===== src/rtl/hdlc_pkg.sv =====
// Shared state encoding, window entry type and line constants for the HDLC receive path.
package hdlc_pkg;

  typedef enum logic [1:0] {
    HUNT,
    OPEN,
    DATA
  } state_t;

  localparam logic [7:0] FLAG_PATTERN = 8'h7E;
  localparam logic [2:0] STUFF_ONES   = 3'd5;
  localparam logic [2:0] ABORT_ONES   = 3'd7;
  localparam int         WIN_LEN      = 8;

  // One slot of the detection window: the raw line bit and whether the assembler must skip it.
  typedef struct packed {
    logic data;
    logic drop;
  } win_entry_t;

  localparam win_entry_t WIN_EMPTY = '{data: 1'b0, drop: 1'b1};

endpackage


===== src/rtl/hdlc_rx_window.sv =====
// Ones counter and tagged 8-bit detection window: finds flags and aborts, marks stuffed zeros,
// and presents the bit leaving the window to the byte assembler.
module hdlc_rx_window
  import hdlc_pkg::*;
(
  input  logic clk,
  input  logic clear,
  input  logic rx,
  input  logic stuff_en,
  output logic exit_bit,
  output logic exit_drop,
  output logic flag_hit,
  output logic abort_hit
);

  logic [2:0]               ones;
  win_entry_t [WIN_LEN-1:0] win;
  logic [WIN_LEN-1:0]       win_bits;
  logic                     stuff_drop;
  logic                     purge;

  // A zero right after five ones is a stuffed bit, but only once we are inside framing.
  assign stuff_drop = stuff_en && !rx && (ones == STUFF_ONES);
  assign purge      = flag_hit || abort_hit;

  always_ff @(posedge clk) begin
    if (clear) begin
      ones      <= '0;
      abort_hit <= 1'b0;
      // NOTE: the window is reset rather than left as plain storage, because its drop tags are
      // what keep stale line bits out of the assembler after a restart.
      for (int i = 0; i < WIN_LEN; i++) begin
        win[i] <= WIN_EMPTY;
      end
    end else begin
      // NOTE: non-blocking assignments let every slot read its neighbour's pre-edge value,
      // so the shift works regardless of statement order.
      if (!rx) begin
        ones <= '0;
      end else if (ones != ABORT_ONES) begin
        ones <= ones + 3'd1;
      end
      // Fires once on the transition to seven ones; the saturated count cannot re-trigger it.
      abort_hit <= rx && (ones == ABORT_ONES - 3'd1);
      win[0] <= '{data: rx, drop: stuff_drop};
      for (int i = 1; i < WIN_LEN; i++) begin
        win[i] <= '{data: win[i-1].data, drop: win[i-1].drop || purge};
      end
    end
  end

  always_comb begin
    win_bits = '0;
    for (int i = 0; i < WIN_LEN; i++) begin
      win_bits[i] = win[WIN_LEN-1-i].data;
    end
  end

  assign flag_hit  = (win_bits == FLAG_PATTERN);
  assign exit_bit  = win[WIN_LEN-1].data;
  assign exit_drop = win[WIN_LEN-1].drop;

endmodule


===== src/rtl/hdlc_rx_deframer.sv =====
// HDLC receive deframer top: frame state machine, LSB-first byte assembler and registered
// status pulses, fed by the tagged detection window.
module hdlc_rx_deframer
  import hdlc_pkg::*;
(
  input  logic       Clk,
  input  logic       Rst,
  input  logic       Rx_Enable,
  input  logic       Rx,
  output logic [7:0] Rx_Data,
  output logic       Rx_NewByte,
  output logic       Rx_FlagDetect,
  output logic       Rx_AbortDetect,
  output logic       Rx_ValidFrame,
  output logic       Rx_EoF,
  output logic       Rx_FrameError
);

  state_t     state;
  state_t     state_nxt;
  logic       clear;
  logic       stuff_en;
  logic       exit_bit;
  logic       exit_drop;
  logic       flag_hit;
  logic       abort_hit;
  logic       data_exit;
  logic       take_bit;
  logic       byte_done;
  logic       close_frame;
  logic       close_err;
  logic       abort_pulse;
  logic [7:0] shreg;
  logic [2:0] bit_cnt;
  logic       close_q;
  logic       close_err_q;

  assign clear    = Rst || !Rx_Enable;
  assign stuff_en = (state == OPEN) || (state == DATA);

  hdlc_rx_window u_window (
    .clk       (Clk),
    .clear     (clear),
    .rx        (Rx),
    .stuff_en  (stuff_en),
    .exit_bit  (exit_bit),
    .exit_drop (exit_drop),
    .flag_hit  (flag_hit),
    .abort_hit (abort_hit)
  );

  // While a flag sits in the window its oldest bit is leaving; that bit belongs to the flag.
  assign data_exit = !exit_drop && !flag_hit;

  always_ff @(posedge Clk) begin
    if (clear) begin
      state <= HUNT;
    end else begin
      state <= state_nxt;
    end
  end

  always_comb begin
    state_nxt = state;
    case (state)
      HUNT: begin
        if (flag_hit) state_nxt = OPEN;
      end
      OPEN: begin
        if (flag_hit)       state_nxt = OPEN;
        else if (abort_hit) state_nxt = HUNT;
        else if (data_exit) state_nxt = DATA;
      end
      DATA: begin
        if (flag_hit)       state_nxt = OPEN;
        else if (abort_hit) state_nxt = HUNT;
      end
      default: state_nxt = HUNT;
    endcase
  end

  always_comb begin
    // NOTE: every output gets a default first, so no path through the case can infer a latch.
    take_bit    = 1'b0;
    close_frame = 1'b0;
    close_err   = 1'b0;
    abort_pulse = 1'b0;
    case (state)
      OPEN: begin
        take_bit    = data_exit && !abort_hit;
        abort_pulse = abort_hit;
      end
      DATA: begin
        // An abort is registered one stage late, so the bit leaving now is still real data.
        take_bit    = data_exit;
        close_frame = flag_hit || abort_hit;
        close_err   = abort_hit || (bit_cnt != 3'd0);
        abort_pulse = abort_hit;
      end
      default: ;
    endcase
  end

  assign byte_done = take_bit && (bit_cnt == 3'd7);

  always_ff @(posedge Clk) begin
    if (clear) begin
      shreg          <= '0;
      bit_cnt        <= '0;
      Rx_Data        <= '0;
      Rx_NewByte     <= 1'b0;
      Rx_FlagDetect  <= 1'b0;
      Rx_AbortDetect <= 1'b0;
      Rx_ValidFrame  <= 1'b0;
      Rx_EoF         <= 1'b0;
      Rx_FrameError  <= 1'b0;
      close_q        <= 1'b0;
      close_err_q    <= 1'b0;
    end else begin
      if (take_bit) begin
        shreg <= {exit_bit, shreg[7:1]};
      end
      // Outside DATA the counter is held at zero, so the first data bit counts as bit 0.
      if (state_nxt != DATA) begin
        bit_cnt <= '0;
      end else if (take_bit) begin
        bit_cnt <= bit_cnt + 3'd1;
      end
      Rx_NewByte <= byte_done;
      if (byte_done) begin
        Rx_Data <= {exit_bit, shreg[7:1]};
      end
      Rx_FlagDetect  <= flag_hit;
      Rx_AbortDetect <= abort_pulse;
      Rx_ValidFrame  <= (state_nxt == DATA);
      close_q        <= close_frame;
      close_err_q    <= close_err;
      Rx_EoF         <= close_q;
      Rx_FrameError  <= close_q && close_err_q;
    end
  end

endmodule


===== config.mk =====
export PLATFORM = sky130hd
export DESIGN_NAME = hdlc_rx_deframer
export DESIGN_NICKNAME = d
export VERILOG_FILES = /design/src/rtl/hdlc_pkg.sv /design/src/rtl/hdlc_rx_window.sv /design/src/rtl/hdlc_rx_deframer.sv
export SDC_FILE = /design/constraint.sdc
export NUM_CORES = 1
export LEC_CHECK = 0
export BUFFER_PORTS_ARGS = -buffer_cell sky130_fd_sc_hd__buf_2
export CORE_ASPECT_RATIO = 0.7
export CORE_MARGIN = 2
export CORE_UTILIZATION = 55
export DETAILED_ROUTE_END_ITERATION = 10
export GPL_TIMING_DRIVEN = 0
export PLACE_DENSITY = 0.75
export RECOVER_POWER = 25
export REMOVE_ABC_BUFFERS = 1
export SLEW_MARGIN = 20
export SYNTH_ARGS = -nofsm -noshare
export SYNTH_HDL_FRONTEND = slang
export SYNTH_HIERARCHICAL = 1
export SYNTH_SLANG_ARGS = --single-unit

===== constraint.sdc =====
create_clock -name Clk -period 2.07 [get_ports Clk]
set_input_delay 0.1035 -clock Clk [delete_from_list [all_inputs] [get_ports Clk]]
set_output_delay 0.1035 -clock Clk [all_outputs]
set_load 0.05 [all_outputs]

# Word level (Yosys, flattened, before mapping)
# Index checks and enable logic that the tools add are counted.
# word_totals
ff_bits,49
out_inout_bits,14
input_bits,4
word_cells,82
# op_classes
add_sub_neg,2
mux,8
reduce_logical,30
eq_ne,9
bitwise,3
# op_table
operator,count
$mux W2,6
$logic_or A1 B1 Y1,11
$reduce_or A2 Y1,5
$eq A3 B3 Y1 const B,3
$eq A8 B7 Y1 const B,1
$logic_and A1 B1 Y1,7
$add A3 B1 Y3 const B,2
$pmux W2 S3,1
$logic_not A1 Y1,5
$eq A2 B2 Y1 const B,2
$ne A3 B3 Y1 const B,1
$not A1 Y1,3
$reduce_bool A3 Y1,1
$eq A2 B1 Y1 const B,1
$logic_not A2 Y1,1
$ne A2 B2 Y1 const B,1
$pmux W1 S2,1

# Logic depth before layout (Yosys ltp)
# Gate-level depths: netlist of run 1.
# depth
depth_word,9
mapped_depth,7
mapped_depth_nobuf,6

# By module
# The synthesis of run 1 kept the hierarchy.
# modules_own_cells
module,area_each_um2,seq_area_each_um2,cells_each,instances
hdlc_rx_deframer,1092.3,560.5,106,1
hdlc_rx_window,685.7,400.4,62,1

# Worst setup path after synthesis of run 1
# No wires, ideal clock.
# synth_path
path_type,reg2reg
start,register u_window.win (netlist bit u_window/exit_bit)
end,register bit_cnt[1]
required_time_ns,1.933
n_path_buf,1
path_stages_with_launch,8
arrival_ns,1.503
setup_ns,0.137
setup_slack_ns,0.430
period_less_slack_ns,1.640
cell_sequence,dfxtp_1 > nand4b_1 > nor2_1 > nor2_1 > o211ai_1 > buf_2 > mux2i_1 > nor3_1
# synth_between
elab_chain_len,9
elab_cells_between_ends,13
classes_between,eq/ne: 2; mux: 7; reduce/logical: 4
# synth_lines
element,line_no,rtl
start: declaration,hdlc_rx_window.sv:17,win_entry_t [WIN_LEN-1:0] win;
start signal: indexed assignment,hdlc_rx_window.sv:47,"win[i] <= '{data: win[i-1].data, drop: win[i-1].drop || purge};"
$eq A8 B7 Y1 (*),hdlc_rx_window.sv:59,assign flag_hit = (win_bits == FLAG_PATTERN);
named net flag_hit,hdlc_rx_deframer.sv:25,logic flag_hit;
$logic_not A1 Y1,hdlc_rx_deframer.sv:53,assign data_exit = !exit_drop && !flag_hit;
$logic_and A1 B1 Y1,hdlc_rx_deframer.sv:53,
$mux W2,hdlc_rx_deframer.sv:72,else if (data_exit) state_nxt = DATA;
$mux W2,hdlc_rx_deframer.sv:71,else if (abort_hit) state_nxt = HUNT;
$mux W2,hdlc_rx_deframer.sv:70,if (flag_hit) state_nxt = OPEN;
$pmux W2 S3,hdlc_rx_deframer.sv:65,case (state)
$ne A2 B2 Y1,hdlc_rx_deframer.sv:124,if (state_nxt != DATA) begin
$reduce_or A2 Y1 (no source line),--,
end signal: assignment,hdlc_rx_deframer.sv:127,bit_cnt <= bit_cnt + 3'd1;
end: declaration,hdlc_rx_deframer.sv:34,logic [2:0] bit_cnt;
# The timed path passes the listed nets; every way through them passes the cells marked *.
# A chain may end at the register's enable or synchronous reset.

# Worst setup path in the final report of run 1
# layout_path
start,register state[1]
end,register Rx_Data[0]
# layout_between
elab_chain_len,3
elab_cells_between_ends,4
classes_between,eq/ne: 2; mux: 1; reduce/logical: 1
# layout_lines
element,line_no,rtl
start: declaration,hdlc_rx_deframer.sv:19,state_t state;
start signal: assignment,hdlc_rx_deframer.sv:59,state <= state_nxt;
$eq A2 B2 Y1 or $eq A2 B1 Y1 (tied branches),hdlc_rx_deframer.sv:88,case (state)
$pmux W1 S2 (*),hdlc_rx_deframer.sv:88,
$logic_and A1 B1 Y1 (*),hdlc_rx_deframer.sv:104,assign byte_done = take_bit && (bit_cnt == 3'd7);
end signal: assignment,hdlc_rx_deframer.sv:131,"Rx_Data <= {exit_bit, shreg[7:1]};"
end: declaration,hdlc_rx_deframer.sv:10,"output logic [7:0] Rx_Data,"
# Every way passes the cells marked *; elsewhere a longest branch is shown, timed or not.

==> results of run 1 <==
[worst max-delay path, delay by kind of cell, from the launching register on]
kind / cells / cell delay, ns
compound gates: 1 / 0.58
buf+inv: 1 / 0.09
simple gates: 2 / 0.26
fa+ha+maj: 1 / 0.19
mux: 1 / 0.26
flops: 1 / 0.41
[final cells by class]
class,instances,area [µm²],area share
tap,38,47.5,0.0235
timing repair buffer,19,83.8,0.0415
sequential,48,961,0.476
clock buffer,5,68.8,0.0341
inverter,11,41.3,0.0204
multi-input combinational,105,771,0.381
clock inverter,3,47.5,0.0235
[sequential cells by signal, indices dropped and copies added (netlist names), 2 cells and up]
| signal | flops |
|---|---|
| u_window/win | 14 |
| Rx_Data | 8 |
| shreg | 7 |
| bit_cnt | 3 |
| u_window/ones | 3 |
| state | 2 |
[per-layer routing]
metal | wire length (µm) | part of all wire | global-route usage
met5 | 0 | 0 | 0
met4 | 87 | 0.027 | 0.110
met3 | 149 | 0.047 | 0.0620
met2 | 1620 | 0.51 | 0.343
met1 | 1330 | 0.42 | 0.213
[Yosys cell counts, types with 2 or more instances]
| cell type | n |
|---|---|
| a211oi_1 | 2 |
| a21oi_1 | 2 |
| and2_1 | 3 |
| and2b_1 | 3 |
| and3_1 | 2 |
| buf_2 | 3 |
| dfxtp_1 | 48 |
| ha_1 | 11 |
| inv_1 | 9 |
| mux2i_1 | 18 |
| nor2_1 | 25 |
| nor2b_1 | 5 |
| nor3_1 | 10 |
| o21ai_0 | 8 |
[path summary, 6_finish.rpt]
kind,startpoint,to,slack (ns),depth (start not counted)
max,state[1],Rx_Data[0],0.15,6
min,Rx,u_window/win[1],0.07,3
max reg2reg,state[1],Rx_Data[0],0.15,6
min reg2reg,u_window/win[8],u_window/win[10],0.44,2
[logic make-up after synthesis]
| kind of cell | after synthesis | synth area share |
|---|---|---|
| buffers and inverters | 15 | 0.0338 |
| and+or+nand+nor | 58 | 0.181 |
| muxes | 18 | 0.101 |
| adders and majority gates | 11 | 0.0774 |
| AOI/OAI and AO/OA | 16 | 0.0563 |
| xor gates and xnor gates | 2 | 0.00985 |
| DFF | 48 | 0.540 |
[where the power goes]
group          switching (mW)  internal [mW]  total, mW
Clock                   0.318          0.364      0.681
Sequential            0.00268          0.927      0.929
Combinational          0.0166        0.00958     0.0262
Total                   0.337           1.30       1.64
[timing repair]
item	4_1_cts	5_1_grt
gates resized for setup	2	1
pin swaps	1	0
setup buffers	1	0
hold buffers	0	0
endpoints found under the setup margin	14	8
==> impl_results.md, run 1 <==
* Die area at 3710 µm²
* Share of cells above drive strength 1 at 0.120
* Via density at 5.28
* Clock Sinks at between 40 and 50
* Final WS setup at 0.145 ns
* CTS tree: yes
* TritonCTS Buffers at 5
* Slew @ Worst Pin at between 0.8 and 0.9 ns
* RSZ-0062 raised after global routing: false
* Area leader, netlist: dfxtp_1
* Slew HR at 0.452
* Post-synth cell types at 33
* Die height at roughly 52 µm
* CP required at 2.23 ns
* Clock skew at approximately 0.01 ns
* Antenna fix cells at 0
* Cell row count at 17
* Most frequent cells in the layout: 48 x dfxtp_1, 24 x nor2_1, 18 x mux2i_1, 13 x clkbuf_1, 11 x ha_1
* Critical-path top delay cell: o2111ai_2
* Clk Latency, worst-skew pair at 0.31 ns
* Synth warn at 6
* Fin Hold WS at 0.0735 ns
* CP peak stage delay at 0.58 ns
* Cell area power density at between 800 and 900 nW/µm²
* Syn avg cell area at 10.6 µm²
* Yosys reg bits at 48
* Total I/O pin count at 18
* CTS HTree Levels at 2
* Highest clock rate at 520 MHz
* # fillers at around 260
* Area of the core at about 3100 µm²
* Lkg Pwr at 0.941 nW
* Fin cells at approximately 230
* Final setup violation count at 0
* Number of port buffers at 17
* Vias in the first global route at 1218
* All-layer global routing usage at 0.196
* Via count at roughly 1200
* First-pass GRT wire length at 5.32 mm
* Top cells by area, synth: dfxtp_1 54%, mux2i_1 10%, ha_1 7.7%, nor2_1 5.3%, nor3_1 2.8%
* Max-slew violation count at 0
* Crit Path Max Fanout at 9
* Final Hold Viols at 0
* Design area at approximately 2000 µm²
* Crit path cell chain: inv_1, ha_1, nor2b_2, o2111ai_2, mux2i_1, nor2_1
* Min Tclk post-route at 1.92 ns
* Initial Utilization at 0.569
* Global route overflow at 0
* Total Wirelength at 3.19 mm
* Most common flop cell mapped by yosys: dfxtp_1
* Sequential area share after synthesis at 0.540
* Top cell type's share of synthesized area at 0.540
* Worst hold path type: in2reg
* Startpoint Class: register
* Synthesized area at 1780 µm²
* Peak VDD IR at 0.000586 V
* Commonest non-fill, non-tap cell in the layout: dfxtp_1
* Routed Antenna Nets at 0
* Post-synth ARST share at 0
* Router iterations before antenna repair at 4
* Nets at 205
* Placer Congestion at 0.781
* P&R area growth vs syn at 13.7%
* Post-Place Setup Slack at -0.199 ns
* Root buffer cell: clkbuf_8
* Placed cell count at 220
* Sum Neg Setup Slack at 0 ns
* Clock transition at path regs at ~0.090 ns
* Critical Path AT at 2.09 ns
* Period utilisation layout at 0.930
* Pwr Total at 1.64 mW
* Clk buf depth at 2
* # DRC at 0
* Routed wire per std cell at between 10 and 15 µm
* Util after Layout at 0.646
* EDFF count, synth at 0
* Max-cap check violation count at 0
* Die X at 72.0 µm
* Initial antenna violation count at 0
* Worst setup EP type: register
* Outcome: finished, final reports clean
* Worst setup path category: reg2reg
* Pin count of the biggest net entering global routing at 33
* Initial DRC count at 70
* Placed Area at 1900 µm²
* DP Wirelength at 2.17 mm
* Syn Inst Count at 168
No activity file was read; power rests on OpenSTA's default activity.
==> run 2, diff against run 1 <==
--- a/config.mk
+++ b/config.mk
@@ -8,10 +8,10 @@
 export BUFFER_PORTS_ARGS = -buffer_cell sky130_fd_sc_hd__buf_2
 export CORE_ASPECT_RATIO = 0.7
 export CORE_MARGIN = 2
-export CORE_UTILIZATION = 55
+export CORE_UTILIZATION = 56
 export DETAILED_ROUTE_END_ITERATION = 10
 export GPL_TIMING_DRIVEN = 0
-export PLACE_DENSITY = 0.75
+export PLACE_DENSITY = 0.82
 export RECOVER_POWER = 25
 export REMOVE_ABC_BUFFERS = 1
 export SLEW_MARGIN = 20
==> run 2 against run 1 <==
Effect of this change: register-to-register slack got worse by 0.06 ns; utilization is 1.8 points higher; clock-buffer cell count is 1 higher; total power up 0.86%; non-clock buffer count is 1 higher; final area grew 1.4%; combinational power decreased by 2%; cell count rose by 0.44%; via count rose by 0.75%; die area down 1.7%.
==> impl_results.md, run 2 (same netlist as run 1, synthesis figures left out) <==
* Final Hold Viols at 0 (unchanged)
* Clock Sinks at 48 (unchanged)
* CTS tree: yes
* Cell row count at 17 (unchanged)
* Worst R2R Setup Slack at 0.08 ns (-0.06 ns)
* Final setup violation count at 0 (unchanged)
* Sw frac at 0.194 (-0.0120)
* Initial Utilization at 0.576 (+0.00784)
* Clock Power Share at 0.422 (+0.006)
* Die area at 3650 µm² (-1.7%)
* Share of cells above drive strength 1 at 0.130 (+0.00979)
* CP peak stage delay at 0.39 ns (-0.19 ns)
* Commonest non-fill, non-tap cell in the layout: dfxtp_1
* Clock skew at 0.0101 ns (-0.000162 ns)
* Crit path cell chain: nand4b_1, nor2_4, nor2_1, o211ai_1, buf_4, mux2i_1, nor2_1
* Global routing usage on met3 at 0.0789 (+0.0169)
* CP required at 2.23 ns (about the same)
* Via count at 1217 (+0.75%)
* Hold EP: u_window/win[1]
* Fin Hold WS at 0.0680 ns (-0.00544 ns)
* Max-slew violation count at 0 (unchanged)
* Via density at 5.29 (+0.31%)
* Period utilisation layout at 0.960 (+0.0298)
* Total Wirelength at 3.34 mm (+4.7%)
* Sequential share of power at 0.563 (-0.005)
* Hold Buf Count CTS at 0 (unchanged)
* Nets at 206 (+0.49%)
* Die height at 51.1 µm (-0.83%)
* Top cell by count, worst path: nor2_1
* Startpoint Class: register
* Initial DRC count at 41 (-41%)
* Worst setup EP type: register
* Crit Path Max Fanout at 9 (unchanged)
* Lkg Pwr at 0.950 nW (+0.95%)
* Slew @ Worst Pin at 0.783 ns (-0.0346 ns)
* Highest clock rate at 503 MHz (-3.1%)
* CP Buf/Inv Count at 1 (unchanged)
* Root buffer cell: clkbuf_8
* Global route overflow at 0 (unchanged)
* Total I/O pin count at 18 (unchanged)
* Clk buf depth at 2 (unchanged)
* Router iterations before antenna repair at 4 (unchanged)
* Critical Path AT at 2.15 ns (+0.06 ns)
* Cell area power density at 805 nW/µm² (-0.56%)
* Sum Neg Setup Slack at 0 ns (unchanged)
* All-layer global routing usage at 0.200 (+0.00399)
* Largest register by flop count: u_window/win
* Vias in the first global route at 1234 (+1.3%)
* Pin count of the biggest net entering global routing at 33 (unchanged)
* Placer Congestion at 0.728 (-6.8%)
* Worst hold path type: in2reg
* Max reg flops at 14 (unchanged)
* Max-cap check violation count at 0 (unchanged)
* P&R area growth vs syn at 15.3%
* Pint at 1.33 mW (+2.4%)
* Antenna fix cells at 0 (unchanged)
* Peak VDD IR at 0.000591 V (+0.81%)
* Switching power at 0.320 mW (-5.0%)
* Clock transition at path regs at 0.09 ns (about the same)
* GRT Max-Usage Layer: met2
* Most frequent cells in the layout: 48 x dfxtp_1, 24 x nor2_1, 18 x mux2i_1, 13 x clkbuf_1, 11 x ha_1
* R2R Path Start: u_window/exit_bit
* R2R depth at 7 (+1)
* Logic gate share of total power at 0.016 (about the same)
* Regs by FF count: u_window/win x14, Rx_Data x8, shreg x7
* # DRC at 0 (unchanged)
* TritonCTS Buffers at 5 (unchanged)
* Slew HR at 0.475 (+0.0232)
* Cells on Worst Hold Path at 3 (unchanged)
* Die X at 71.3 µm (-0.85%)
* CP delay by family, top: simple AND/OR/NAND/NOR gates
* Worst setup path category: reg2reg
* Clk Latency, worst-skew pair at 0.30 ns (about the same)
* Outcome: finished, final reports clean
* Initial antenna violation count at 0 (unchanged)
* First-pass GRT wire length at 5.39 mm (+1.3%)
* Number of port buffers at 17 (unchanged)
* Min-Delay Startpoint: Rx
* Routed Antenna Nets at 0 (unchanged)
* CTS HTree Levels at 2 (unchanged)
* Met2 Resource Use GR at 0.340 (-0.00309)
* Area of the core at 3080 µm² (-1.4%)
* DP Wirelength at 2.17 mm (about the same)
* Min Tclk post-route at 1.99 ns (+0.0617 ns)
* Routed wire per std cell at 14.5 µm (+4.2%)
* Grt met1 use at 0.214 (+0.000872)
* Pwr Total at 1.65 mW (+0.86%)
* Critical-path top delay cell: nand4b_1
* Reg-to-Reg End: shreg[1]
==> run 2: repair_timing <==
| action | in CTS | in global routing |
|---|---|---|
| endpoints found under the setup margin | 19 | 20 |
| setup buffers | 3 | 0 |
| gates resized for setup | 1 | 4 |
| cloned | 0 | 0 |
| pin swaps | 1 | 0 |
==> run 2: power by group through the flow <==
| stage | logic [mW] | clock network (mW) | registers [mW] |
|---|---|---|---|
| after floorplan | 0.0174 | 0 | 0.950 |
| after global placement | 0.0244 | 0 | 0.950 |
| after detailed placement | 0.0256 | 0 | 0.951 |
| after CTS | 0.0258 | 0.711 | 0.929 |
| after global routing | 0.0286 | 0.744 | 0.930 |
| final | 0.0256 | 0.696 | 0.929 |
==> run 2: cell type report <==
type / count / area (µm²)
Sequential cell: 48 / 961
Timing Repair Buffer: 20 / 91.3
Fill cell: 239 / 1030
Tap cell: 38 / 47.5
Clock inverter: 2 / 38.8
Inverter: 11 / 41.3
Clock buffer: 6 / 82.6
Multi-Input combinational cell: 105 / 787
==> run 2: worst max-delay path by stage <==
| stage | start | to | slack (ns) | depth (start not counted) |
|---|---|---|---|---|
| after floorplan | state[1] | bit_cnt[1] | 0.10 | 6 |
| after global placement | state[1] | bit_cnt[2] | -0.13 | 6 |
| after detailed placement | state[1] | Rx_Data[4] | -0.30 | 6 |
| after CTS | u_window/exit_bit | state[0] | 0.01 | 5 |
| after global routing | u_window/exit_bit | bit_cnt[0] | -0.01 | 8 |
| final | u_window/exit_bit | shreg[1] | 0.08 | 7 |
==> run 2: worst min-delay path, cell delays in order <==
cell	delay, ns
buf_2	0.11
nand2b_4	0.07
inv_2	0.06
==> run 2: metal layers <==
layer | up-vias | part of all wire
met3 | 11 | 0.045
met1 | 569 | 0.42
met5 | - | 0
met4 | 0 | 0.029
li1 | 611 | -
met2 | 26 | 0.50
==> run 2: per-stage QoR <==
stage                     instance area (µm²)  instances   util  worst slack [ns]
final                                    2050        230  0.665            0.0836
after detailed placement                 1890        219  0.613            -0.297
after global routing                     2050        230  0.665           -0.0105
after floorplan                          1760        164      -             0.102
after global placement                   1890        219  0.613            -0.133
after CTS                                2040        230  0.662            0.0122
==> run 3, diff against run 2 <==
--- a/config.mk
+++ b/config.mk
@@ -6,12 +6,14 @@
 export NUM_CORES = 1
 export LEC_CHECK = 0
 export BUFFER_PORTS_ARGS = -buffer_cell sky130_fd_sc_hd__buf_2
+export CELL_PAD_IN_SITES_DETAIL_PLACEMENT = 1
+export CELL_PAD_IN_SITES_GLOBAL_PLACEMENT = 2
 export CORE_ASPECT_RATIO = 0.7
 export CORE_MARGIN = 2
-export CORE_UTILIZATION = 56
+export CORE_UTILIZATION = 37
 export DETAILED_ROUTE_END_ITERATION = 10
-export GPL_TIMING_DRIVEN = 0
-export PLACE_DENSITY = 0.82
+export GPL_TIMING_DRIVEN = 1
+export PLACE_DENSITY = 0.83
 export RECOVER_POWER = 25
 export REMOVE_ABC_BUFFERS = 1
 export SLEW_MARGIN = 20
==> run 3 against run 2 <==
Effect of this change: non-clock buffer count increased by 3; clock-buffer cell count increased by 2; via count decreased by 1.1%; wire length increased by 2.4%; sequential share of layout area increased by 0.29 points; worst hold slack improved by 0.0085 ns; total power decreased by 7.3%; global-route usage decreased by 6.5 points; combinational power increased by 8.2%; die area increased by 48%; critical path type unchanged; largest power group unchanged.
==> impl_results.md, run 3 (same netlist as run 1, synthesis figures left out) <==
* Pwr Total at 1.53 mW (-7.3%)
* Cell area power density at 751 nW/µm² (-6.8%)
* Worst hold path type: in2reg
* Worst setup EP type: register
* Highest clock rate at 554 MHz (+10%)
* Most frequent cells in the layout: 48 x dfxtp_1, 25 x nor2_1, 18 x mux2i_1, 12 x clkbuf_1, 11 x ha_1
* Pin count of the biggest net entering global routing at 18 (-45%)
* Total Wirelength at 3.42 mm (+2.4%)
* Top cell by count, worst path: nor2_1
* Initial antenna violation count at 0 (unchanged)
* CP required at 2.25 ns (+0.02 ns)
* Resize count post-CTS at 0 (-1)
* P&R area growth vs syn at 14.6%
* Critical Path AT at 1.99 ns (-0.16 ns)
* Initial Utilization at 0.378 (-0.198)
* TritonCTS Buffers at 5 (unchanged)
* Commonest non-fill, non-tap cell in the layout: dfxtp_1
* Placed Area at 1960 µm² (+3.6%)
* Util after Layout at 0.433 (-0.231)
* Cell row count at 21 (+4)
* Max reg flops at 14 (unchanged)
* Clock skew at 0.00711 ns (-0.00303 ns)
* Router iterations before antenna repair at 4 (unchanged)
* CTS tree: yes
* Critical-path top delay cell: nor2_1
* Final setup violation count at 0 (unchanged)
* Crit path cell chain: nand4b_2, nor2_1, nor2_1, o2111ai_1, buf_4, mux2i_1, nor2_1
* Fin cells at 252 (+9.6%)
* Routed Antenna Nets at 0 (unchanged)
* Die X at 86.9 µm (+22%)
* Die area at 5380 µm² (+48%)
* Clock Sinks at 48 (unchanged)
* # DRC at 0 (unchanged)
* Fin Hold WS at 0.0766 ns (+0.00854 ns)
* Lkg Pwr at 0.961 nW (+1.2%)
* Max-slew violation count at 0 (unchanged)
* CTS HTree Levels at 2 (unchanged)
* First-pass GRT wire length at 5.53 mm (+2.7%)
* Area of the core at 4700 µm² (+52%)
* Hold Buf Count CTS at 0 (unchanged)
* Post-Place Setup Slack at 0.268 ns (+0.565 ns)
* Min Tclk post-route at 1.80 ns (-0.182 ns)
* Final Hold Viols at 0 (unchanged)
* Startpoint Class: register
* Slew HR at 0.598 (+0.123)
* Setup Fix Bufs, Post-CTS at 0 (-3)
* CP peak stage delay at 0.37 ns (-0.02 ns)
* Multi-input logic area at 756 µm² (-4.0%)
* Largest register by flop count: u_window/win
* Antenna fix cells at 0 (unchanged)
* All-layer global routing usage at 0.135 (-0.0647)
* Vias in the first global route at 1176 (-4.7%)
* Number of port buffers at 17 (unchanged)
* Clk Latency, worst-skew pair at 0.30 ns (about the same)
* Routed wire per std cell at 13.6 µm (-6.5%)
* Via count at 1204 (-1.1%)
* Initial DRC count at 29 (-29%)
* Total I/O pin count at 18 (unchanged)
* Period utilisation layout at 0.871 (-0.0882)
* Outcome: finished, final reports clean
* Peak VDD IR at 0.000249 V (-58%)
* Clk buf depth at 2 (unchanged)
* Slew @ Worst Pin at 0.606 ns (-0.177 ns)
* Final WS setup at 0.266 ns (+0.182 ns)
* Root buffer cell: clkbuf_8
* Share of cells above drive strength 1 at 0.128 (-0.00200)
* Design area at 2040 µm² (-0.61%)
* Crit Path Max Fanout at 9 (unchanged)
* Nets at 209 (+1.5%)
* Regs by FF count: u_window/win x14, Rx_Data x8, shreg x7
* Die height at 62.0 µm (+21%)
* Placed cell count at 244 (+11%)
* DP Wirelength at 2.49 mm (+15%)
* Global route overflow at 0 (unchanged)
* Clock transition at path regs at 0.08 ns (about the same)
* Max-cap check violation count at 0 (unchanged)
* # fillers at 535 (+120%)
* Via density at 4.78 (-9.7%)
* Seq. cell area at 961 µm² (unchanged)
* Sum Neg Setup Slack at 0 ns (unchanged)
* RSZ-0062 raised after global routing: false
* Worst setup path category: reg2reg
* Placer Congestion at 0.786 (+8.0%)
-- run 3: where the power goes --
part           internal [mW]  switching, mW  total (mW)
clock network          0.273          0.301       0.574
logic                 0.0104         0.0173      0.0277
registers              0.926        0.00229       0.929
total                   1.21          0.320        1.53
-- run 3: critical path, delay by kind of cell (launching register included) --
kind | cells | cell delay [ns]
AO/OA/AOI/OAI | 1 | 0.12
buffers and inverters | 1 | 0.23
flip-flops | 1 | 0.31
multiplexers | 1 | 0.22
AND/OR/NAND/NOR | 4 | 0.80
-- run 3: final timing paths --
kind	start	end	slack, ns	cells after the start
setup / recovery	u_window/win[1]	Rx_Data[6]	0.27	7
hold / removal	Rx	u_window/win[1]	0.08	3
setup reg to reg	u_window/win[1]	Rx_Data[6]	0.27	7
hold reg to reg	u_window/win[12]	u_window/exit_drop	0.43	2
-- run 3: routing by layer --
layer / vias to the layer above / GRT usage / part of all wire
met4: 0 / 0.0469 / 0.0094
li1: 614 / - / -
met5: - / 0 / 0
met3: 2 / 0.0396 / 0.031
met2: 13 / 0.222 / 0.47
met1: 575 / 0.173 / 0.49
-- run 3: cell type report --
cell class	instances	area share
Clock buffer	8	0.0442
Inverter	11	0.0203
Multi-Input combinational cell	105	0.371
Sequential cell	48	0.472
Tap cell	57	0.0350
Timing Repair Buffer	23	0.0577
